### config.mk
export PLATFORM = sky130hd
export DESIGN_NAME = if_stage
export DESIGN_NICKNAME = d
export VERILOG_FILES = /design/src/rtl/if_stage.sv
export SDC_FILE = /design/constraint.sdc
export NUM_CORES = 1
export LEC_CHECK = 0
export CAP_MARGIN = 20
export CORE_UTILIZATION = 40
export CTS_CLUSTER_SIZE = 28
export DETAILED_ROUTE_END_ITERATION = 7
export PLACE_DENSITY = 0.67
export SKIP_CTS_REPAIR_TIMING = 1
export SYNTH_ARGS = -nofsm -noshare
export SYNTH_HDL_FRONTEND = slang
export SYNTH_SLANG_ARGS = --single-unit
### constraint.sdc
create_clock -name clk -period 3.79 [get_ports clk]
set_input_delay 0.9475 -clock clk [delete_from_list [all_inputs] [get_ports clk]]
set_output_delay 0.9475 -clock clk [all_outputs]
set_load 0.02 [all_outputs]
### src/rtl/if_stage.sv
// Instruction-fetch stage: assembles 32-bit little-endian instructions from a byte-wide
// memory port and presents {pc_o, inst_o} to decode through a single stallable output slot.
module if_stage #(
    parameter int unsigned          ADDR_WIDTH = 32,
    parameter int unsigned          INST_WIDTH = 32,
    parameter logic [ADDR_WIDTH-1:0] RESET_PC  = '0
) (
    input  logic                  clk,
    input  logic                  rst,
    input  logic                  rdy,
    input  logic                  stall,
    input  logic                  jump_en,
    input  logic [ADDR_WIDTH-1:0] jump_addr,
    output logic                  mem_req,
    output logic [ADDR_WIDTH-1:0] mem_addr,
    input  logic                  mem_valid,
    input  logic [7:0]            mem_data,
    output logic [ADDR_WIDTH-1:0] pc_o,
    output logic [INST_WIDTH-1:0] inst_o,
    output logic                  inst_valid
);

    typedef enum logic [0:0] {StFetch, StWait} state_e;

    state_e                  state_q, state_d;
    logic [ADDR_WIDTH-1:0]   fetch_pc_q, fetch_pc_d;
    logic [1:0]              byte_cnt_q, byte_cnt_d;
    logic [INST_WIDTH-1:0]   buf_q, buf_d;
    logic [ADDR_WIDTH-1:0]   pc_q, pc_d;
    logic [INST_WIDTH-1:0]   inst_q, inst_d;
    logic                    valid_q, valid_d;

    logic                    slot_free;
    logic                    load;
    logic [INST_WIDTH-1:0]   load_inst;
    logic [ADDR_WIDTH-1:0]   jump_target;

    // Redirect targets are word aligned; the low address bits carry no information.
    logic unused_jump_lsb;
    assign unused_jump_lsb = ^jump_addr[1:0];
    assign jump_target     = {jump_addr[ADDR_WIDTH-1:2], 2'b00};

    assign slot_free  = !valid_q || !stall;

    assign mem_req    = rst && rdy && (state_q == StFetch);
    assign mem_addr   = fetch_pc_q + {{(ADDR_WIDTH-2){1'b0}}, byte_cnt_q};
    assign pc_o       = pc_q;
    assign inst_o     = inst_q;
    assign inst_valid = valid_q;

    always_comb begin
        state_d    = state_q;
        fetch_pc_d = fetch_pc_q;
        byte_cnt_d = byte_cnt_q;
        buf_d      = buf_q;
        pc_d       = pc_q;
        inst_d     = inst_q;
        valid_d    = valid_q;
        load       = 1'b0;
        load_inst  = buf_q;

        if (rdy) begin
            if (jump_en) begin
                fetch_pc_d = jump_target;
                byte_cnt_d = 2'd0;
                valid_d    = 1'b0;
                state_d    = StFetch;
            end else begin
                unique case (state_q)
                    StFetch: begin
                        if (mem_valid) begin
                            buf_d[8*byte_cnt_q +: 8] = mem_data;
                            byte_cnt_d               = byte_cnt_q + 2'd1;
                            if (byte_cnt_q == 2'd3) begin
                                // Last byte bypasses the buffer so a free slot loads this edge.
                                if (slot_free) begin
                                    load      = 1'b1;
                                    load_inst = {mem_data, buf_q[23:0]};
                                end else begin
                                    state_d = StWait;
                                end
                            end
                        end
                    end
                    StWait: begin
                        if (slot_free) begin
                            load      = 1'b1;
                            load_inst = buf_q;
                            state_d   = StFetch;
                        end
                    end
                    default: state_d = StFetch;
                endcase

                if (load) begin
                    pc_d       = fetch_pc_q;
                    inst_d     = load_inst;
                    valid_d    = 1'b1;
                    fetch_pc_d = fetch_pc_q + ADDR_WIDTH'(4);
                end else if (valid_q && !stall) begin
                    valid_d = 1'b0;
                end
            end
        end
    end

    always_ff @(posedge clk or negedge rst) begin
        if (!rst) begin
            state_q    <= StFetch;
            fetch_pc_q <= RESET_PC;
            byte_cnt_q <= 2'd0;
            buf_q      <= '0;
            pc_q       <= '0;
            inst_q     <= '0;
            valid_q    <= 1'b0;
        end else begin
            state_q    <= state_d;
            fetch_pc_q <= fetch_pc_d;
            byte_cnt_q <= byte_cnt_d;
            buf_q      <= buf_d;
            pc_q       <= pc_d;
            inst_q     <= inst_d;
            valid_q    <= valid_d;
        end
    end

endmodule

==> impl_summary.txt, run 1 <==
----------------------------------------------------
[Pwr]
  IR drop worst, VDD ... 313.6 µV
  Power per Cell Area ... roughly 500 mW/mm²
  Final Power ... about 4 mW
  Leak pwr ... ~3.6 nW

[STA]
  Number of failing setup endpoints in the final timing report ... 0
  Setup Total Neg Slack ... 0 ps
  Pin slew with the least headroom to its limit ... 980.4 ps
  Period utilisation layout ... slightly below 90%
  Setup repair after global routing missed its margin ... no
  Slew margin rel. ... around 34%
  Fin. Hold Viols ... 0
  Final Max Slew Viols ... 0
  Max Fclk ... 0.3030 GHz
  Post-route worst hold slack ... approximately 470 ps
  Final clock skew ... 6.121 ps
  Worst Slack Setup Final ... 489.3 ps
  Fin crit period ... about 3300 ps

[Finish]
  Utilization after layout ... around 55%
  Fraction of layout cells with a size suffix above 1 ... roughly 7%
  Ant. Diodes ... 0
  Net count, final ... about 860
  Final Non-Filler Cells ... 1001
  Final design area excluding fillers ... 0.008056 mm²
  Signed area change from the synthesized netlist to the final layout ... 34.71%

[Critical path]
  WP data arrival ... 2350 ps
  Kind of launch point of the worst setup path ... primary input
  Classification of the worst setup path ... in2out
  Setup crit end kind ... output port
  Critical-path maximum fanout ... 2
  WP data required ... between 2000 and 3000 ps

[Synth]
  EDFF count, synth ... 0
  Cell types with the largest area share after synthesis ... sky130_fd_sc_hd__dfrtp_1, sky130_fd_sc_hd__nand2_1, sky130_fd_sc_hd__o21ai_0
  Largest area contributor in the synthesized netlist ... sky130_fd_sc_hd__dfrtp_1
  Synthesis warning total ... 0
  Register area share after synthesis ... between 50% and 60%
  Share of cell area taken by muxes after synthesis ... 2.364%
  Number of distinct library cells after synthesis ... 50
  Post-synthesis instance total ... approximately 700
  Post-Synth Simple-Gate Area ... 24.81%
  Mean cell area of the mapped netlist ... approximately 8.5 µm²
  Dominant combinational cell family by area after synthesis ... simple AND/OR/NAND/NOR gates
  Area share of the leading cell type in the synthesized netlist ... a little over half
  Post-Synthesis Cell Area ... about 0.006 mm²
  Main synth FF type ... sky130_fd_sc_hd__dfrtp_1
  Number of flip-flops and latches in the synthesized netlist ... approximately 130
  Post-synthesis async set-or-reset flop share ... between 90% and 100%
  Area share of fa/ha/maj cells after synthesis ... 1.255%
  Fraction of the mapped netlist area in compound gates ... approximately an eighth
  Post-synthesis xor/xnor area fraction ... 0%

[Floorplan]
  Die Height ... 124.3 µm
  Total core area ... roughly 0.015 mm²
  Area of the die ... 0.01544 mm²
  Effective utilization at floorplan ... around two fifths
  IO Pins ... 144
  Horizontal die dimension ... approximately 120 µm
  Number of rows in the core area ... between 40 and 50

[CTS]
  Later-pin clock latency in the skew report ... around 420 ps
  Number of buffers created by CTS ... 17
  Clock Sinks ... roughly 130
  Clock slew seen by the registers of the worst setup and hold paths ... approximately 50 ps
  Root buffer selected by CTS ... sky130_fd_sc_hd__clkbuf_16
  TritonCTS clock tree ... built
  H-tree depth ... 4
  CTS Buffer Depth ... 2

[Placed design]
  IO buf count ... around 140
  Cell count after placement ... 969
  Placed instance area ... 0.007458 mm²
  HPWL reported at the end of detailed placement ... about 11 mm
  Final weighted congestion of routability-driven global placement ... between 0.8 and 0.9
  Worst slack at placement ... about 470 ps

[GRT]
  Number of antenna violations at the first check in global routing ... 1
  Total congestion overflow ... 0
  Vias in the first global route ... 5160
  Maximum number of pins on one net before global-route repair ... 129
  Tot GR Track Use ... between 20% and 30%
  First-pass GRT wire length ... roughly 27 mm

[Detailed routing]
  Via count ... about 5300
  Via/cell ratio ... 5.275
  Count of routing violations after the opening detailed-route iteration ... around 400
  Number of detailed-route iterations in the first pass ... 5
  Number of antenna-violating nets in the routed design ... 0
  Drc violations ... 0
  Routed len/inst ... 16.25 µm
  Sum of routed wire length over all layers ... between 15 and 20 mm

[Flow run]
  Count of max-cap constraint violations ... 0

[Run status]
  Result of the run ... completed

[Min path]
  Type of the most critical hold path ... reg2reg

----------------------------------------------------
layout by cell type, fill, tap and decap left out, types with 5 or more instances in the layout:
master / synthesis / final
sky130_fd_sc_hd__a21oi_1: 20 / 20
sky130_fd_sc_hd__a311oi_1: 7 / 7
sky130_fd_sc_hd__a31oi_1: 5 / 5
sky130_fd_sc_hd__and3_1: 7 / 7
sky130_fd_sc_hd__buf_4: 3 / 14
sky130_fd_sc_hd__clkbuf_16: 0 / 17
sky130_fd_sc_hd__clkdlybuf4s50_1: 0 / 138
sky130_fd_sc_hd__clkinv_2: 0 / 5
sky130_fd_sc_hd__dfrtp_1: 128 / 128
sky130_fd_sc_hd__ha_1: 6 / 6
sky130_fd_sc_hd__inv_1: 11 / 11
sky130_fd_sc_hd__mux2i_1: 13 / 13
sky130_fd_sc_hd__nand2_1: 254 / 254
sky130_fd_sc_hd__nand3_1: 14 / 14
sky130_fd_sc_hd__nor2_1: 21 / 21
sky130_fd_sc_hd__nor3_1: 10 / 10
sky130_fd_sc_hd__nor3b_1: 6 / 6
sky130_fd_sc_hd__nor4_1: 6 / 5
sky130_fd_sc_hd__o21ai_0: 67 / 67
sky130_fd_sc_hd__o22ai_1: 7 / 7
sky130_fd_sc_hd__or3_1: 6 / 6
layout make-up:
type                    instances  area (µm²)
fillers                      1339        6477
flip-flops and latches        128        3203
multi-input cells             492        2474
repair buffers                153        1506
clock buffers                  21       460.4
well taps                     184       230.2
clock inverters                11       137.6
inverters                      12       45.04
where the power goes:
part | internal, mW | total, mW | leakage (nW) | switching, mW
sequential | 1.51 | 1.66 | 1.70 | 0.152
clock | 1.06 | 1.65 | 0.289 | 0.584
combinational | 0.347 | 0.755 | 1.59 | 0.408
total | 2.92 | 4.06 | 3.58 | 1.14
cell families (layout without fill, tap and decap cells):
| group | after synthesis | in the layout |
|---|---|---|
| and+or+nand+nor | 343 | 343 |
| muxes | 14 | 14 |
| DFF | 128 | 128 |
| buffers and inverters | 82 | 197 |
| adders and majority gates | 6 | 6 |
| other | 1 | 2 |
| AOI/OAI and AO/OA | 127 | 127 |
metal layers:
| layer | GRT usage (%) | share of wire, % | vias up |
|---|---|---|---|
| li1 | - | - | 2541 |
| met1 | 30.36 | 46 | 2529 |
| met2 | 33.05 | 46 | 187 |
| met3 | 4.854 | 6.0 | 23 |
| met4 | 9.639 | 2.1 | 0 |
| met5 | 0 | 0 | - |
flip-flops by register name, summed over array words and instances (netlist names):
| signal | flops |
|---|---|
| inst_valid | 1 |
| buf_q | 32 |
| state_q | 1 |
| inst_o | 32 |
| byte_cnt_q | 2 |
| pc_o | 30 |
| fetch_pc_q | 30 |
worst paths after layout:
check | from | to | slack, ps | cells past startpoint
worst max-delay path | rdy | mem_req | 490 | 4
worst min-delay path | buf_q[12]$_DFFE_PN0P_ | inst_o[12]$_DFFE_PN0P_ | 470 | 2
worst max register to register | byte_cnt_q[0]$_DFFE_PN0P_ | fetch_pc_q[17]$_DFFE_PN0P_ | 1310 | 6
worst min register to register | buf_q[12]$_DFFE_PN0P_ | inst_o[12]$_DFFE_PN0P_ | 470 | 2
max in group asynchronous | rst | pc_o[28]$_DFFE_PN0P_ | 2600 | 2
min in group asynchronous | rst | inst_o[6]$_DFFE_PN0P_ | 680 | 2
synth_stat cells, types with 2 or more instances:
master,n
sky130_fd_sc_hd__buf_2,3
sky130_fd_sc_hd__clkbuf_1,62
sky130_fd_sc_hd__a22oi_1,3
sky130_fd_sc_hd__nand4_1,3
sky130_fd_sc_hd__nand2_1,254
sky130_fd_sc_hd__dfrtp_1,128
sky130_fd_sc_hd__o311ai_0,3
sky130_fd_sc_hd__a311oi_1,7
sky130_fd_sc_hd__nor3_1,10
sky130_fd_sc_hd__ha_1,6
sky130_fd_sc_hd__and3_1,7
sky130_fd_sc_hd__o21ai_0,67
sky130_fd_sc_hd__a31oi_1,5
sky130_fd_sc_hd__or3_1,6
sky130_fd_sc_hd__a21oi_1,20
sky130_fd_sc_hd__o21a_1,3
sky130_fd_sc_hd__and2_1,2
sky130_fd_sc_hd__buf_4,3
sky130_fd_sc_hd__and4_1,3
sky130_fd_sc_hd__nor4_1,6
sky130_fd_sc_hd__nand3_1,14
sky130_fd_sc_hd__nor3b_1,6
sky130_fd_sc_hd__mux2i_1,13
sky130_fd_sc_hd__or4_1,3
sky130_fd_sc_hd__o22ai_1,7
sky130_fd_sc_hd__o221ai_1,2
sky130_fd_sc_hd__nand4_2,2
sky130_fd_sc_hd__nor2_1,21
sky130_fd_sc_hd__inv_1,11
critical path, cell delays in order:
cell and delay [ps]:
sky130_fd_sc_hd__clkdlybuf4s50_1 500, sky130_fd_sc_hd__inv_2 50, sky130_fd_sc_hd__nor3b_1 220, sky130_fd_sc_hd__clkdlybuf4s50_1 640
Note: power is estimated with default switching activity, not from simulation.
==> run 2, diff against run 1 <==
RECOVER_POWER = 50   (was not set)
==> impl_summary.txt, run 2 (synthesized netlist as in run 1, its figures left out) <==
----------------------------------------------------
[Pwr]
  Leak pwr ... approximately 3.7 nW
  IR drop worst, VDD ... around 310 µV
  Power per Cell Area ... between 500 and 600 mW/mm²

[Floorplan]
  Total core area ... roughly 0.015 mm²
  Effective utilization at floorplan ... 41.15%
  IO Pins ... about 140
  Area of the die ... between 0.015 and 0.02 mm²
  Die Height ... 124.3 µm
  Horizontal die dimension ... between 100 and 150 µm
  Number of rows in the core area ... between 40 and 50

[Finish]
  Final Non-Filler Cells ... 1001
  Ant. Diodes ... 0
  Most common cell after layout, fill and taps aside ... sky130_fd_sc_hd__nand2_1
  Fraction of layout cells with a size suffix above 1 ... under 10%
  Filler Cell Count ... 1340
  Signed area change from the synthesized netlist to the final layout ... 34.37%
  Net count, final ... around 860
  Top library cells by usage in the layout, fill and taps aside ... sky130_fd_sc_hd__nand2_1, sky130_fd_sc_hd__dfrtp_1, sky130_fd_sc_hd__clkdlybuf4s50_1, sky130_fd_sc_hd__o21ai_0, sky130_fd_sc_hd__dlygate4sd3_1

[GRT]
  Tot GR Track Use ... between 20 and 25%
  Number of antenna violations at the first check in global routing ... 1
  Total congestion overflow ... 0
  First-pass GRT wire length ... approximately 27 mm
  Maximum number of pins on one net before global-route repair ... around 130
  Vias in the first global route ... a little over 5000

[STA]
  Max Fclk ... 0.2909 GHz
  Slew margin rel. ... -17.15%
  Setup repair after global routing missed its margin ... no
  Post-route worst hold slack ... between 400 and 500 ps
  Setup Total Neg Slack ... 0 ps
  Final Max Slew Viols ... 129
  Number of failing setup endpoints in the final timing report ... 0
  Fin crit period ... roughly 3400 ps
  Fin. Hold Viols ... 0
  Final clock skew ... around 6 ps
  Worst Slack Setup Final ... around 350 ps
  Period utilisation layout ... approximately nine tenths
  Pin slew with the least headroom to its limit ... between 1500 and 2000 ps

[CTS]
  Later-pin clock latency in the skew report ... 420 ps
  H-tree depth ... 4
  CTS Buffer Depth ... 2
  Root buffer selected by CTS ... sky130_fd_sc_hd__clkbuf_16
  Number of buffers created by CTS ... 17
  Clock Sinks ... between 100 and 150
  TritonCTS clock tree ... built
  Clock slew seen by the registers of the worst setup and hold paths ... 50 ps

[Critical path]
  Flop-to-flop setup slack ... 1310 ps
  Critical-path maximum fanout ... 28
  CP peak stage delay ... 990 ps
  Setup crit end kind ... flop
  Cell family with the largest share of critical-path delay ... buffers and inverters
  WP data arrival ... approximately 3800 ps
  WP data required ... roughly 4100 ps
  Classification of the worst setup path ... in2reg
  Standard cell with the maximum stage delay on the critical path ... sky130_fd_sc_hd__clkbuf_1
  Worst Path Buf+Inv ... 3
  Kind of launch point of the worst setup path ... primary input
  Cell Chain, Critical Path ... dlygate4sd3_1 > clkbuf_1 > nand2_1 > o31ai_4 > buf_4 > a21oi_1 > a311oi_1

[Placed design]
  IO buf count ... about 140
  Cell count after placement ... 969
  Worst slack at placement ... approximately 470 ps
  HPWL reported at the end of detailed placement ... between 10 and 15 mm
  Final weighted congestion of routability-driven global placement ... 0.8054

[Detailed routing]
  Count of routing violations after the opening detailed-route iteration ... 380
  Sum of routed wire length over all layers ... approximately 16 mm
  Number of antenna-violating nets in the routed design ... 0
  Via count ... roughly 5300
  Number of detailed-route iterations in the first pass ... 6
  Drc violations ... 0
  Via/cell ratio ... about 5.3
  Routed len/inst ... about 16 µm

[Flow run]
  Count of max-cap constraint violations ... 1

[Run status]
  Result of the run ... finished with violations
  Violations in the final reports ... capacitance limit, slew limit

[Min path]
  Type of the most critical hold path ... reg2reg

----------------------------------------------------
==> run 2: cell count changes in the layout (fill, tap and decap cells not counted), sizes merged <==
cell	change
clkbuf	+3
clkdlybuf4s50	-44
dlygate4sd3	+44
buf	-3
==> run 2: through the flow <==
step / util [%] / total power, mW / area [µm²]
5_1_grt: 55.29 / 4.222 / 8036
6_report: 55.29 / 4.042 / 8036
2_1_floorplan: - / 2.054 / 5984
3_5_place_dp: 51.32 / 2.438 / 7458
3_3_place_gp: 51.32 / 2.410 / 7458
4_1_cts: 55.43 / 4.103 / 8056
==> run 2: final cells by class <==
type,instances,area [µm²],area share [%]
Clock buffer,21,460.4,5.729
Timing Repair Buffer,153,1486,18.50
Multi-Input combinational cell,492,2474,30.78
Tap cell,184,230.2,2.865
Sequential cell,128,3203,39.86
Clock inverter,11,137.6,1.713
Inverter,12,45.04,0.5605
==> run 2: path summary, 6_finish.rpt <==
| check | from | to | cells past startpoint |
|---|---|---|---|
| worst max register to register | byte_cnt_q[0]$_DFFE_PN0P_ | fetch_pc_q[17]$_DFFE_PN0P_ | 6 |
| worst min register to register | inst_o[21]$_DFFE_PN0P_ | inst_o[21]$_DFFE_PN0P_ | 2 |
| min in group asynchronous | rst | inst_o[6]$_DFFE_PN0P_ | 2 |
| worst min-delay path | inst_o[21]$_DFFE_PN0P_ | inst_o[21]$_DFFE_PN0P_ | 2 |
| worst max-delay path | jump_en | fetch_pc_q[8]$_DFFE_PN0P_ | 7 |
| max in group asynchronous | rst | pc_o[28]$_DFFE_PN0P_ | 2 |
==> run 2: where the power goes <==
part,leakage [nW],switching [mW],internal [mW],total (mW)
Clock,0.289,0.587,1.06,1.65
Combinational,1.72,0.408,0.329,0.737
Sequential,1.70,0.150,1.51,1.66
==> run 2: worst register-to-register path, delay by kind of cell, from the launching register on <==
family / cells / cell delay (ps)
flip-flops: 1 / 490
buffers and inverters: 1 / 310
adder cells (fa/ha/maj): 1 / 270
AND/OR/NAND/NOR: 2 / 990
AO/OA/AOI/OAI: 2 / 350
==> run 2: metal layers <==
layer  GRT usage [%]  share of wire (%)  vias to the layer above  wire length, µm
met1           30.36                 46                     2524             7559
met5               0                  0                        -                0
met4           9.639                2.4                        0              384
li1                -                  -                     2538                -
met3           4.854                5.5                       27              902
met2           33.05                 46                      175             7413
==> RTL edit 1, RTL diff (flow settings as in run 1) <==
Reset style: synchronous (`rst`), changed in one clocked block.
--- a/src/rtl/if_stage.sv
+++ b/src/rtl/if_stage.sv
@@ -105,5 +105,5 @@
     end
 
-    always_ff @(posedge clk or negedge rst) begin
+    always_ff @(posedge clk) begin
         if (!rst) begin
             state_q    <= StFetch;
Function: differs if rst is asserted again (counterexample within 4 cycles, from zero or initial values and one cycle with rst low); with rst held inactive, the same outputs for 4 cycles.
==> RTL edit 1 against run 1 <==
Worst setup slack worse by 0.026 ns; register-to-register slack better by 0.16 ns; final area is 4.1% lower; first-iteration DRC count is 6.8% higher; sequential cell count stayed put; global-route usage is 1.3 points higher; utilization is 0.41 points lower; via count is 7.7% higher; synthesized area is 2.6% lower; wire length is 3.6% higher; critical endpoint unchanged; largest cell class is now multi-input gates.
Power is not compared: it rests on default switching activity, and its combinational part moved more than twofold at a synthesized area within 25%.
==> RTL edit 1: results (changes against run 1) <==
| Metric | Value |
|---|---|
| Status | completed |
| Warnings from Yosys | 0 (unchanged) |
| Synth cell types | 55 (+10%) |
| HPWL Detailed | 11720 µm (+4.3%) |
| Antenna fix cells | 0 (unchanged) |
| Critical Path Source | rst |
| Synth top area cells | dfxtp_1 (44%), nand2_1 (12%), a21oi_1 (9.1%), nand3_1 (4.0%), clkbuf_1 (3.9%) |
| Crit path DAT | 2.38 ns (+0.03 ns) |
| Register area | 2562 µm² (-20%) |
| Slew @ Worst Pin | 0.9712 ns (-0.009157 ns) |
| Worst r2r dst | fetch_pc_q[18] |
| Post-Place Worst Slack | 0.4544 ns (-0.01822 ns) |
| Worst Hold End | buf_q[25] |
| First-pass GRT wire length | 27120 µm (+0.90%) |
| Global-route usage over all layers | 23.21% (+1.3 points) |
| Vias | 5686 (+7.7%) |
| Routability cong. | 0.8202 (+1.8%) |
| Max stage delay on crit path | 0.64 ns (about the same) |
| 1st-pass router iterations | 5 (unchanged) |
| Crit-path max FO | 2 (unchanged) |
| Wire per inst | 16.14 µm (-0.73%) |
| H-tree depth | 4 (unchanged) |
| Post-Layout Cell Count | 1045 (+4.4%) |
| Hold Path Cell Cnt | 2 (unchanged) |
| Most used DFF post-synth | dfxtp_1 |
| HP Start | buf_q[25] |
| Clk pin slew, worst setup/hold paths | 0.05 ns (about the same) |
| CTS buffer count | 17 (unchanged) |
| Worst Clk Skew | 0.006326 ns (+0.0002044 ns) |
| Worst reg2reg path startpoint | byte_cnt_q[0] |
| Top cells by count, synth | nand2_1 (182), dfxtp_1 (128), a21oi_1 (106) |
| Root buffer cell | clkbuf_16 |
| Skew-Pair Late Insertion Delay | 0.42 ns (about the same) |
| Slowest cell on crit path | clkdlybuf4s50_1 |
| Vias in the first global route | 5433 (+5.3%) |
| Ratio of cells with drive above 1 in the final layout | 6.474% (-0.38 points) |
| CTS max path bufs | 2 (unchanged) |
| Nets@finish | 904 (+5.6%) |
| Filler cells | 1301 (-2.8%) |
| IO buf count | 139 (unchanged) |
| Initial antenna violation count | 0 (-1) |
| Cells on worst reg2reg path | 5 (-1) |
| Placed cell count | 1013 (+4.5%) |
| VDD IR max | 0.2701 mV |
| Tightest Hold Check Type | reg -> reg |
| Net Sw Power | slightly below 0.8 mW |
| Placement Cell Area | 7201 µm² (-3.5%) |
| Iter 0 DRT Violations | 437 (+6.8%) |
| Register area share after synthesis | 44.01% (-9.6 points) |
| Largest net degree at the start of global routing | 85 (-34%) |
| Leakage | around 2.7 nW |
| Flop-to-flop setup slack | 1.47 ns (+0.16 ns) |
| Async set or reset register ratio after synthesis | 0% (-100 points) |
| Mean Syn Cell Area | 7.562 µm² (-11%) |
| Worst Hold Slack | 0.4501 ns (-0.01762 ns) |
-- RTL edit 1: final cells by class --
cell class	instances	area share (%)
Sequential cell	128	33.17
Timing Repair Buffer	151	19.50
Clock buffer	19	5.603
Multi-Input combinational cell	546	37.21
Inverter	8	0.4049
Clock inverter	13	1.198
Tap cell	180	2.915
-- RTL edit 1: how the worst max path moves through the flow --
stage                endpoint  depth (start not counted)  slack, ns
6_report              mem_req                          4       0.46
5_1_grt               mem_req                          4       0.40
4_1_cts               mem_req                          4       0.48
3_5_place_dp   fetch_pc_q[18]                          6       0.45
3_3_place_gp          mem_req                          4       0.47
2_1_floorplan         mem_req                          4       1.06
-- RTL edit 1: power groups by stage --
stage | logic (mW) | registers [mW] | clock network (mW)
2_1_floorplan | 0.146 | 1.42 | 0
3_3_place_gp | 0.244 | 1.43 | 0
3_5_place_dp | 0.247 | 1.43 | 0
4_1_cts | 0.249 | 1.40 | 1.47
5_1_grt | 0.268 | 1.41 | 1.54
6_report | 0.249 | 1.41 | 1.45
-- RTL edit 1: kinds of logic after synthesis --
group	count (synthesis)	synth area share, %
other	1	0.06440
AND/OR/NAND/NOR	339	26.82
adder cells (fa/ha/maj)	6	1.289
AO/OA/AOI/OAI	185	18.61
multiplexers	14	2.428
flip-flops	128	44.01
buffers and inverters	97	6.790
-- RTL edit 1: routing by layer --
metal | vias to the layer above | GRT usage, % | part of all wire, %
met5 | - | 0 | 0
met4 | 0 | 8.994 | 2.0
met3 | 24 | 6.180 | 5.6
met2 | 169 | 37.22 | 47
met1 | 2678 | 29.60 | 46
li1 | 2815 | - | -
-- RTL edit 1: worst max-delay path: cells and delay by family --
kind	cells	cell delay, ns
simple gates	2	0.25
buf+inv	2	1.18
==> RTL edit 2, RTL diff (config.mk and constraints of run 1) <==
Without the edit above. `buf_q` no longer has a reset.
--- a/src/rtl/if_stage.sv
+++ b/src/rtl/if_stage.sv
@@ -110,5 +110,4 @@
             fetch_pc_q <= RESET_PC;
             byte_cnt_q <= 2'd0;
-            buf_q      <= '0;
             pc_q       <= '0;
             inst_q     <= '0;
@@ -118,5 +117,4 @@
             fetch_pc_q <= fetch_pc_d;
             byte_cnt_q <= byte_cnt_d;
-            buf_q      <= buf_d;
             pc_q       <= pc_d;
             inst_q     <= inst_d;
@@ -125,4 +123,8 @@
     end
 
+    always_ff @(posedge clk) begin
+        buf_q <= buf_d;
+    end
+
 endmodule
 
Function: no difference found for any inputs over 4 cycles, from zero or initial values and one cycle with rst low; that may be too few to reach the edited logic, so the function may still have changed.
==> RTL edit 2 against run 1 <==
The run now ends with DRC left; register-to-register slack improved by 0.20 ns; total power up 0.36%; wire length fell by 1.7%; highest routed layer unchanged; via count decreased by 4.7%; largest cell class unchanged; final area is 0.95% higher; sequential cell count unchanged; worst setup slack improved by 0.067 ns; sequential share of layout area grew 1.6 points; synthesized area rose by 2.3%; largest power group is now clock.
==> RTL edit 2: results (changes against run 1) <==
| Metric | Value |
|---|---|
| Async set or reset register ratio after synthesis | 75.00% (-25 points) |
| GR Util met2 | 34.58% (+1.5 points) |
| Slew margin rel. | 46.82% (+12 points) |
| Initial antenna violation count | 0 (-1) |
| Global-route usage over all layers | 21.65% (-0.31 points) |
| Filler cells | 1301 (-2.8%) |
| Routability cong. | 0.8031 (-0.29%) |
| Synth top area cells | dfrtp_1 (39%), edfxtp_1 (16%), nand2_1 (12%), and2_1 (3.0%), o21ai_0 (2.9%) |
| Leakage | 3.562 nW (-0.40%) |
| HPWL Detailed | 11070 µm (-1.5%) |
| Wire per inst | 16.89 µm (+3.9%) |
| Largest net degree at the start of global routing | 63 (-51%) |
| Ratio of cells with drive above 1 in the final layout | 7.733% (+0.88 points) |
| Met1 usage | 28.52% (-1.8 points) |
| Failing checks | DRC |
| First-pass GRT wire length | 26480 µm (-1.5%) |
| DRC | 8 (+8) |
| Iter 0 DRT Violations | 398 (-2.7%) |
| Status | complete, but fails checks |
| Top cells by count, synth | nand2_1 (194), dfrtp_1 (96), clkbuf_1 (46) |
| Synth cell types | 61 (+22%) |
| Worst Clk Skew | 0.007382 ns (+0.001261 ns) |
| Nets@finish | 802 (-6.3%) |
| Placement Cell Area | 7487 µm² (+0.39%) |
| Post-synth EDFFs | 32 (+32) |
| Vias in the first global route | 5090 (-1.4%) |
==> RTL edit 2: kinds of logic after synthesis <==
group / count (synthesis) / synth area share (%)
AND/OR/NAND/NOR: 325 / 24.77
multiplexers: 14 / 2.291
AO/OA/AOI/OAI: 95 / 9.941
other: 1 / 0.06130
adder cells (fa/ha/maj): 6 / 1.227
flip-flops: 128 / 54.98
buffers and inverters: 79 / 6.729
==> RTL edit 2: layout make-up <==
class	count	area (µm²)	area share, %
flip-flops and latches	128	3363	41.35
inverters	8	30.03	0.3692
repair buffers	153	1514	18.62
well taps	184	230.2	2.831
multi-input cells	442	2350	28.89
clock buffers	18	429.2	5.277
clock inverters	14	216.5	2.662
==> RTL edit 2: report_power, final <==
group	leakage (nW)	switching, mW	internal (mW)
sequential	1.57	0.143	1.51
combinational	1.69	0.342	0.296
clock	0.302	0.617	1.17
==> RTL edit 2: metal layers <==
| layer | vias to the layer above | routed length, µm | share of wire [%] |
|---|---|---|---|
| met1 | 2471 | 7077 | 44 |
| met4 | 0 | 192 | 1.2 |
| li1 | 2382 | - | - |
| met2 | 164 | 7770 | 49 |
| met5 | - | 0 | 0 |
| met3 | 16 | 954 | 6.0 |
==> RTL edit 2: final timing paths <==
| path | from | to | slack [ns] | depth (start not counted) |
|---|---|---|---|---|
| worst min register to register | buf_q[7] | inst_o[7] | 0.44 | 2 |
| worst max-delay path | rdy | mem_req | 0.56 | 3 |
| min in group asynchronous | rst | inst_o[24] | 0.61 | 2 |
| worst min-delay path | buf_q[7] | inst_o[7] | 0.44 | 2 |
| max in group asynchronous | rst | pc_o[3] | 2.01 | 3 |
| worst max register to register | byte_cnt_q[0] | fetch_pc_q[18] | 1.51 | 6 |
==> RTL edit 2: worst max-delay path: cells and delay by family <==
family / cells / cell delay, ns
buffers and inverters: 2 / 1.17
and+or+nand+nor: 1 / 0.17
==> RTL edit 2: through the flow <==
step / utilization (%) / hold slack, ns / power, mW / instances / setup WS [ns]
after floorplan: - / 0.4146 / 2.021 / 649 / 1.358
after global placement: 50.75 / 0.4251 / 2.292 / 915 / 0.5303
after detailed placement: 50.75 / 0.4333 / 2.314 / 915 / 0.5348
after CTS: 55.12 / 0.4452 / 4.103 / 947 / 0.5348
after global routing: 55.12 / 0.4582 / 4.239 / 947 / 0.5290
final: 55.12 / 0.4397 / 4.075 / 947 / 0.5564
